### src/rtl/filt_fifo_if.sv
// Handshake/bus bundle between the filter stage, register block and filt_fifo.
interface filt_fifo_if #(
  parameter int AW = 4
);
  logic [31:0] filt_data_out;
  logic        filt_data_update;
  logic        reg_fifoen;
  logic [AW-1:0] reg_fifolvl;
  logic        rd_req;
  logic        ovf_clr;
  logic [31:0] rd_data;
  logic [AW:0] fifo_cnt;
  logic        fifo_empty;
  logic        fifo_full;
  logic        fifo_ovf;
  logic        fifo_int;

  modport master (
    output filt_data_out, filt_data_update, reg_fifoen, reg_fifolvl, rd_req, ovf_clr,
    input  rd_data, fifo_cnt, fifo_empty, fifo_full, fifo_ovf, fifo_int
  );

  modport slave (
    input  filt_data_out, filt_data_update, reg_fifoen, reg_fifolvl, rd_req, ovf_clr,
    output rd_data, fifo_cnt, fifo_empty, fifo_full, fifo_ovf, fifo_int
  );
endinterface

### src/rtl/filt_fifo.sv
// First-word-fall-through FIFO for filter output words with sticky overflow and level interrupt.
// Build option: define FILT_FIFO_OVERWRITE_EN to make an overflowing write replace the oldest word.
module filt_fifo #(
  parameter int AW = 4
) (
  input logic        SYSCLK,
  input logic        SYSRST,
  filt_fifo_if.slave bus
);
  localparam int DEPTH = 1 << AW;

  logic [31:0]   mem [DEPTH];
  logic [AW-1:0] wr_ptr, rd_ptr;
  logic [AW:0]   cnt, cnt_next, lvl_thr;
  logic          ovf, irq;
  logic          wr_en, pop, full, empty, ovf_evt, do_wr, do_pop;

  assign empty   = (cnt == '0);
  assign full    = (cnt == (AW+1)'(DEPTH));
  assign wr_en   = bus.filt_data_update && bus.reg_fifoen;
  assign pop     = bus.rd_req && !empty;
  assign ovf_evt = wr_en && full && !pop;
  assign lvl_thr = {1'b0, bus.reg_fifolvl} + (AW+1)'(1);

`ifdef FILT_FIFO_OVERWRITE_EN
  // Overflow drops the oldest word: treated as a write plus an implicit pop.
  assign do_wr  = wr_en;
  assign do_pop = pop || ovf_evt;
`else
  assign do_wr  = wr_en && !ovf_evt;
  assign do_pop = pop;
`endif

  always_comb begin
    cnt_next = cnt;
    case ({do_wr, do_pop})
      2'b10:   cnt_next = cnt + (AW+1)'(1);
      2'b01:   cnt_next = cnt - (AW+1)'(1);
      default: cnt_next = cnt;
    endcase
  end

  always_ff @(posedge SYSCLK) begin
    if (do_wr) mem[wr_ptr] <= bus.filt_data_out;
  end

  always_ff @(posedge SYSCLK) begin
    if (SYSRST || !bus.reg_fifoen) begin
      wr_ptr <= '0;
      rd_ptr <= '0;
      cnt    <= '0;
      ovf    <= 1'b0;
      irq    <= 1'b0;
    end else begin
      if (do_wr)  wr_ptr <= wr_ptr + AW'(1);
      if (do_pop) rd_ptr <= rd_ptr + AW'(1);
      cnt <= cnt_next;
      if (ovf_evt)          ovf <= 1'b1;
      else if (bus.ovf_clr) ovf <= 1'b0;
      irq <= (cnt_next >= lvl_thr);
    end
  end

  assign bus.rd_data    = empty ? '0 : mem[rd_ptr];
  assign bus.fifo_cnt   = cnt;
  assign bus.fifo_empty = empty;
  assign bus.fifo_full  = full;
  assign bus.fifo_ovf   = ovf;
  assign bus.fifo_int   = irq;
endmodule

### src/flat_wrapper.sv
// flat-port wrapper written by rule: the top's interface ports become plain ports
module filt_fifo_flat 
#(
  parameter int AW = 4
)
  (SYSCLK, SYSRST, bus_filt_data_out, bus_filt_data_update, bus_reg_fifoen, bus_reg_fifolvl, bus_rd_req, bus_ovf_clr, bus_rd_data, bus_fifo_cnt, bus_fifo_empty, bus_fifo_full, bus_fifo_ovf, bus_fifo_int);
  filt_fifo_if #(.AW(AW)) bus_i ();
  input logic SYSCLK;
  input logic SYSRST;
  input wire logic [$bits(bus_i.filt_data_out)-1:0] bus_filt_data_out;
  input wire logic [$bits(bus_i.filt_data_update)-1:0] bus_filt_data_update;
  input wire logic [$bits(bus_i.reg_fifoen)-1:0] bus_reg_fifoen;
  input wire logic [$bits(bus_i.reg_fifolvl)-1:0] bus_reg_fifolvl;
  input wire logic [$bits(bus_i.rd_req)-1:0] bus_rd_req;
  input wire logic [$bits(bus_i.ovf_clr)-1:0] bus_ovf_clr;
  output wire logic [$bits(bus_i.rd_data)-1:0] bus_rd_data;
  output wire logic [$bits(bus_i.fifo_cnt)-1:0] bus_fifo_cnt;
  output wire logic [$bits(bus_i.fifo_empty)-1:0] bus_fifo_empty;
  output wire logic [$bits(bus_i.fifo_full)-1:0] bus_fifo_full;
  output wire logic [$bits(bus_i.fifo_ovf)-1:0] bus_fifo_ovf;
  output wire logic [$bits(bus_i.fifo_int)-1:0] bus_fifo_int;
  assign bus_i.filt_data_out = bus_filt_data_out;
  assign bus_i.filt_data_update = bus_filt_data_update;
  assign bus_i.reg_fifoen = bus_reg_fifoen;
  assign bus_i.reg_fifolvl = bus_reg_fifolvl;
  assign bus_i.rd_req = bus_rd_req;
  assign bus_i.ovf_clr = bus_ovf_clr;
  assign bus_rd_data = bus_i.rd_data;
  assign bus_fifo_cnt = bus_i.fifo_cnt;
  assign bus_fifo_empty = bus_i.fifo_empty;
  assign bus_fifo_full = bus_i.fifo_full;
  assign bus_fifo_ovf = bus_i.fifo_ovf;
  assign bus_fifo_int = bus_i.fifo_int;
  filt_fifo #(.AW(AW)) u_core (.SYSCLK(SYSCLK), .SYSRST(SYSRST), .bus(bus_i));
endmodule
### config.mk
export PLATFORM = sky130hd
export DESIGN_NAME = filt_fifo_flat
export DESIGN_NICKNAME = d
export VERILOG_FILES = /design/src/rtl/filt_fifo_if.sv /design/src/rtl/filt_fifo.sv /design/src/flat_wrapper.sv
export SDC_FILE = /design/constraint.sdc
export NUM_CORES = 1
export LEC_CHECK = 0
export BUFFER_PORTS_ARGS = -buffer_cell sky130_fd_sc_hd__buf_2
export CORE_MARGIN = 2
export CORE_UTILIZATION = 55
export CTS_CLUSTER_DIAMETER = 100
export DETAILED_ROUTE_END_ITERATION = 12
export PLACE_DENSITY = 0.75
export REMOVE_ABC_BUFFERS = 1
export SYNTH_ARGS = -nofsm -noshare
export SYNTH_HDL_FRONTEND = slang
export SYNTH_SLANG_ARGS = --single-unit
export TNS_END_PERCENT = 100
### constraint.sdc
create_clock -name SYSCLK -period 3.8 [get_ports SYSCLK]
set_input_delay 0.76 -clock SYSCLK [delete_from_list [all_inputs] [get_ports SYSCLK]]
set_output_delay 0.76 -clock SYSCLK [all_outputs]
set_load 0.05 [all_outputs]
==> impl_metrics.xml <==
<?xml version="1.0" encoding="UTF-8"?>
<metrics>
  <group name="run_status">
    <metric name="run_status" unit="">finished clean</metric>
  </group>
  <group name="setup_path">
    <metric name="worstPathCellList" unit="">nor4_4 &gt; nand2b_2 &gt; nand2b_2 &gt; buf_4 &gt; o22ai_1 &gt; buf_2</metric>
    <metric name="worst-r2r-setup-slack" unit="ns">0.58</metric>
    <metric name="critical_path.most_common_cell" unit="">sky130_fd_sc_hd__nand2b_2</metric>
    <metric name="crit_slowest_cell" unit="">sky130_fd_sc_hd__nor4_4</metric>
    <metric name="criticalPathCategory" unit="">reg2out</metric>
    <metric name="cp_top_family" unit="">simple AND/OR/NAND/NOR gates</metric>
    <metric name="worstPathArrival" unit="ns">2.89</metric>
    <metric name="critical_path.n_buffers_inverters" unit="">2</metric>
    <metric name="crit_path_end_kind" unit="">output pin</metric>
    <metric name="critPathRequiredTime" unit="ns">3.04</metric>
    <metric name="cp_slowest_stage_delay" unit="ns">0.49</metric>
    <metric name="worst-path-max-fanout" unit="">12</metric>
    <metric name="setup.worst_path.start_class" unit="">register</metric>
  </group>
  <group name="finish">
    <metric name="most-common-layout-cells" unit="">sky130_fd_sc_hd__edfxtp_1, sky130_fd_sc_hd__mux4_2, sky130_fd_sc_hd__buf_2, sky130_fd_sc_hd__mux2i_1, sky130_fd_sc_hd__clkbuf_16</metric>
    <metric name="area.growth.synth_to_final" unit="%">14.75</metric>
    <metric name="num-fill-cells" unit="">2408</metric>
    <metric name="finish.net_count" unit="">1102</metric>
    <metric name="drive_gt1_frac" unit="">0.3207</metric>
    <metric name="final_common_cell" unit="">sky130_fd_sc_hd__edfxtp_1</metric>
    <metric name="finish.utilization" unit="">0.6422</metric>
  </group>
  <group name="drt">
    <metric name="post_drt_via_cell_ratio" unit="">6.187</metric>
    <metric name="via_count" unit="">9615</metric>
    <metric name="final_antenna_net_count" unit="">0</metric>
    <metric name="wl_per_cell" unit="µm">26.82</metric>
    <metric name="drtPass1Iterations" unit="">7</metric>
    <metric name="drc" unit="">0</metric>
    <metric name="wl" unit="µm">41670</metric>
    <metric name="drt_first_iter_violations" unit="">877</metric>
  </group>
  <group name="timing">
    <metric name="skew" unit="ns">0.01366</metric>
    <metric name="worst_slew_margin_rel" unit="">0.5451</metric>
    <metric name="fmax" unit="MHz">274.1</metric>
    <metric name="setup_viol" unit="">0</metric>
    <metric name="worst_slew_pin_slew" unit="ns">0.6823</metric>
    <metric name="hold_slack" unit="ns">0.4831</metric>
    <metric name="timing_max_transition_violations_final" unit="">0</metric>
    <metric name="period_needed" unit="ns">3.648</metric>
    <metric name="timing_hold_violations_final" unit="">0</metric>
    <metric name="period_utilization_post_route" unit="">0.9601</metric>
    <metric name="setup_repair_after_global_routing_missed_its_margin" unit="">false</metric>
  </group>
  <group name="floorplanning">
    <metric name="design.die.area" unit="mm²">0.03881</metric>
    <metric name="coreArea" unit="mm²">0.03661</metric>
    <metric name="number_of_standard_cell_rows_in_the_floorplan" unit="">70</metric>
    <metric name="ioPinCount" unit="">83</metric>
    <metric name="initial_core_util" unit="">0.5597</metric>
    <metric name="die-width" unit="µm">197.0</metric>
    <metric name="chipHeight" unit="µm">197.0</metric>
  </group>
  <group name="synthesis">
    <metric name="netlist_area_pre_place" unit="mm²">0.02049</metric>
    <metric name="synth.ff_latch_count" unit="">531</metric>
    <metric name="syn-instance-count" unit="">916</metric>
    <metric name="yosysSeqAreaShare" unit="">0.7689</metric>
    <metric name="yosys.cell_types.count" unit="">41</metric>
    <metric name="post_synth.cell_area_avg" unit="µm²">22.37</metric>
    <metric name="synthesis.yosys.warnings" unit="">0</metric>
  </group>
  <group name="clock_tree">
    <metric name="clkSlewWorstSetupHoldPaths" unit="ns">0.07</metric>
    <metric name="longest_clk_path_bufs" unit="">3</metric>
    <metric name="hold_buffers" unit="">0</metric>
    <metric name="tritoncts" unit="">built</metric>
    <metric name="post_cts.repair.setup_buffers" unit="">0</metric>
    <metric name="cts.sinks" unit="">531</metric>
    <metric name="cts.repair.resized" unit="">0</metric>
    <metric name="htree_levels" unit="">2</metric>
    <metric name="tritoncts.num_buffers" unit="">50</metric>
    <metric name="worstSkewPairLatency" unit="ns">0.58</metric>
    <metric name="cts_root_buf" unit="">sky130_fd_sc_hd__clkbuf_16</metric>
  </group>
  <group name="placed_design">
    <metric name="placement.io_buffers" unit="">82</metric>
    <metric name="detailed_place_hpwl" unit="µm">23020</metric>
    <metric name="final_weighted_congestion_of_routability_driven_global_placement" unit="">0.7300</metric>
  </group>
  <group name="min_path">
    <metric name="hold_path.class" unit="">in2reg</metric>
  </group>
  <group name="global_route">
    <metric name="grt_util_all_layers" unit="">0.2226</metric>
    <metric name="grt_first_pass_wirelength" unit="µm">62290</metric>
    <metric name="grt_total_ovfl" unit="">0</metric>
    <metric name="largest_net_degree_at_the_start_of_global_routing" unit="">66</metric>
    <metric name="grt_pass1_vias" unit="">10130</metric>
    <metric name="grt_antenna_before_repair" unit="">2</metric>
  </group>
  <group name="power">
    <metric name="worst_ir_drop_vdd" unit="mV">0.3915</metric>
    <metric name="power_leakage" unit="nW">7.352</metric>
    <metric name="power.total" unit="mW">11.73</metric>
    <metric name="power_density" unit="mW/mm²">498.9</metric>
  </group>
  <group name="run">
    <metric name="max-cap-violations" unit="">0</metric>
  </group>
</metrics>
[where the power goes]
group | leakage [nW] | switching (mW) | internal, mW
clock network | 0.782 | 2.04 | 2.88
logic | 1.80 | 0.251 | 0.115
registers | 4.77 | 0.0109 | 6.43
total | 7.35 | 2.31 | 9.42
[sequential cells by signal, indices dropped and copies added, names as in the netlist, named ones only]
register and count:
u_core.bus.fifo_cnt 5, u_core.bus.fifo_int 1, u_core.bus.fifo_ovf 1, u_core.mem 512
u_core.rd_ptr 4, u_core.wr_ptr 4
[cell families (layout without fill, tap and decap cells)]
family	Yosys count	count (layout)	synth area share
simple gates	63	63	0.01551
compound gates	52	52	0.01691
flops	531	531	0.7689
xor+xnor	10	10	0.004275
fa+ha+maj	15	15	0.009526
buf+inv	50	219	0.01069
mux	195	195	0.1742
other cells	0	1	0
[metrics by stage]
| stage | instance area (µm²) | TNS [ns] | std cells | worst slack, ns |
|---|---|---|---|---|
| floorplan | 20290 | -163.16 | 872 | -3.812 |
| global placement | 21880 | 0 | 1461 | 0.5163 |
| detailed placement | 21880 | 0 | 1461 | 0.4769 |
| CTS | 23510 | 0 | 1553 | 0.07859 |
| global route | 23510 | 0 | 1553 | 0.01609 |
| finish | 23510 | 0 | 1554 | 0.1518 |
[final timing paths]
check / from / depth (start not counted) / endpoint
worst max-delay path: u_core.bus.fifo_cnt[0] / 6 / bus_rd_data[24]
worst min-delay path: bus_ovf_clr / 4 / u_core.bus.fifo_ovf
worst max register to register: u_core.bus.fifo_cnt[0] / 12 / u_core.bus.fifo_int
worst min register to register: u_core.rd_ptr[3] / 2 / register
[cell usage after synthesis, drive strengths merged]
master   count  area [µm²]
xor2         8       70.07
nand2b       6       40.04
nor3         4       20.02
nor4         1       21.27
a2111oi      1       8.760
or3          1       6.260
a211oi       1       7.510
and2b        2       15.01
o22a         1       17.52
mux2i       64       640.6
nand4        2       12.51
nor2        26       97.59
o21ai        4       20.01
mux4       128        2883
fa           1       20.02
nand3b       1       7.510
a21bo        1       10.01
nand2        9       33.78
clkbuf      17       63.81
nor2b        4       25.02
o22ai       32       200.2
xnor2        2       17.52
a31oi        1       12.51
a21o         3       22.52
a21oi        6       30.03
buf         27       132.6
dfxtp       19       380.4
inv          6       22.52
mux2         3       45.04
o221ai       1       8.760
edfxtp     512       15370
nand3        5       25.02
a41oi        1       8.760
and2         1       6.260
nor3b        1       7.510
ha          14       175.2
[worst min-delay path, cell delays in order]
cell                      delay, ns
sky130_fd_sc_hd__buf_2         0.07
sky130_fd_sc_hd__nor2b_1       0.03
sky130_fd_sc_hd__a21oi_1       0.10
sky130_fd_sc_hd__nor2_1        0.04
[layout make-up]
class                   count  area (µm²)  share of cell area
multi-input cells         335        4631              0.1970
inverters                   6       22.52           0.0009579
well taps                 468       585.6             0.02491
diodes                      1       2.502           0.0001064
clock buffers              60        1320             0.05614
clock inverters            32       305.3             0.01298
repair buffers            121       878.3             0.03736
flip-flops and latches    531       15770              0.6706
[metal layers]
metal,vias to the layer above,wire length (µm),GRT usage
li1,4122,-,-
met1,5035,16690,0.3010
met2,367,20920,0.3676
met3,87,2910,0.04337
met4,4,1129,0.07881
met5,-,27,0
(Power assumes the default switching activity.)
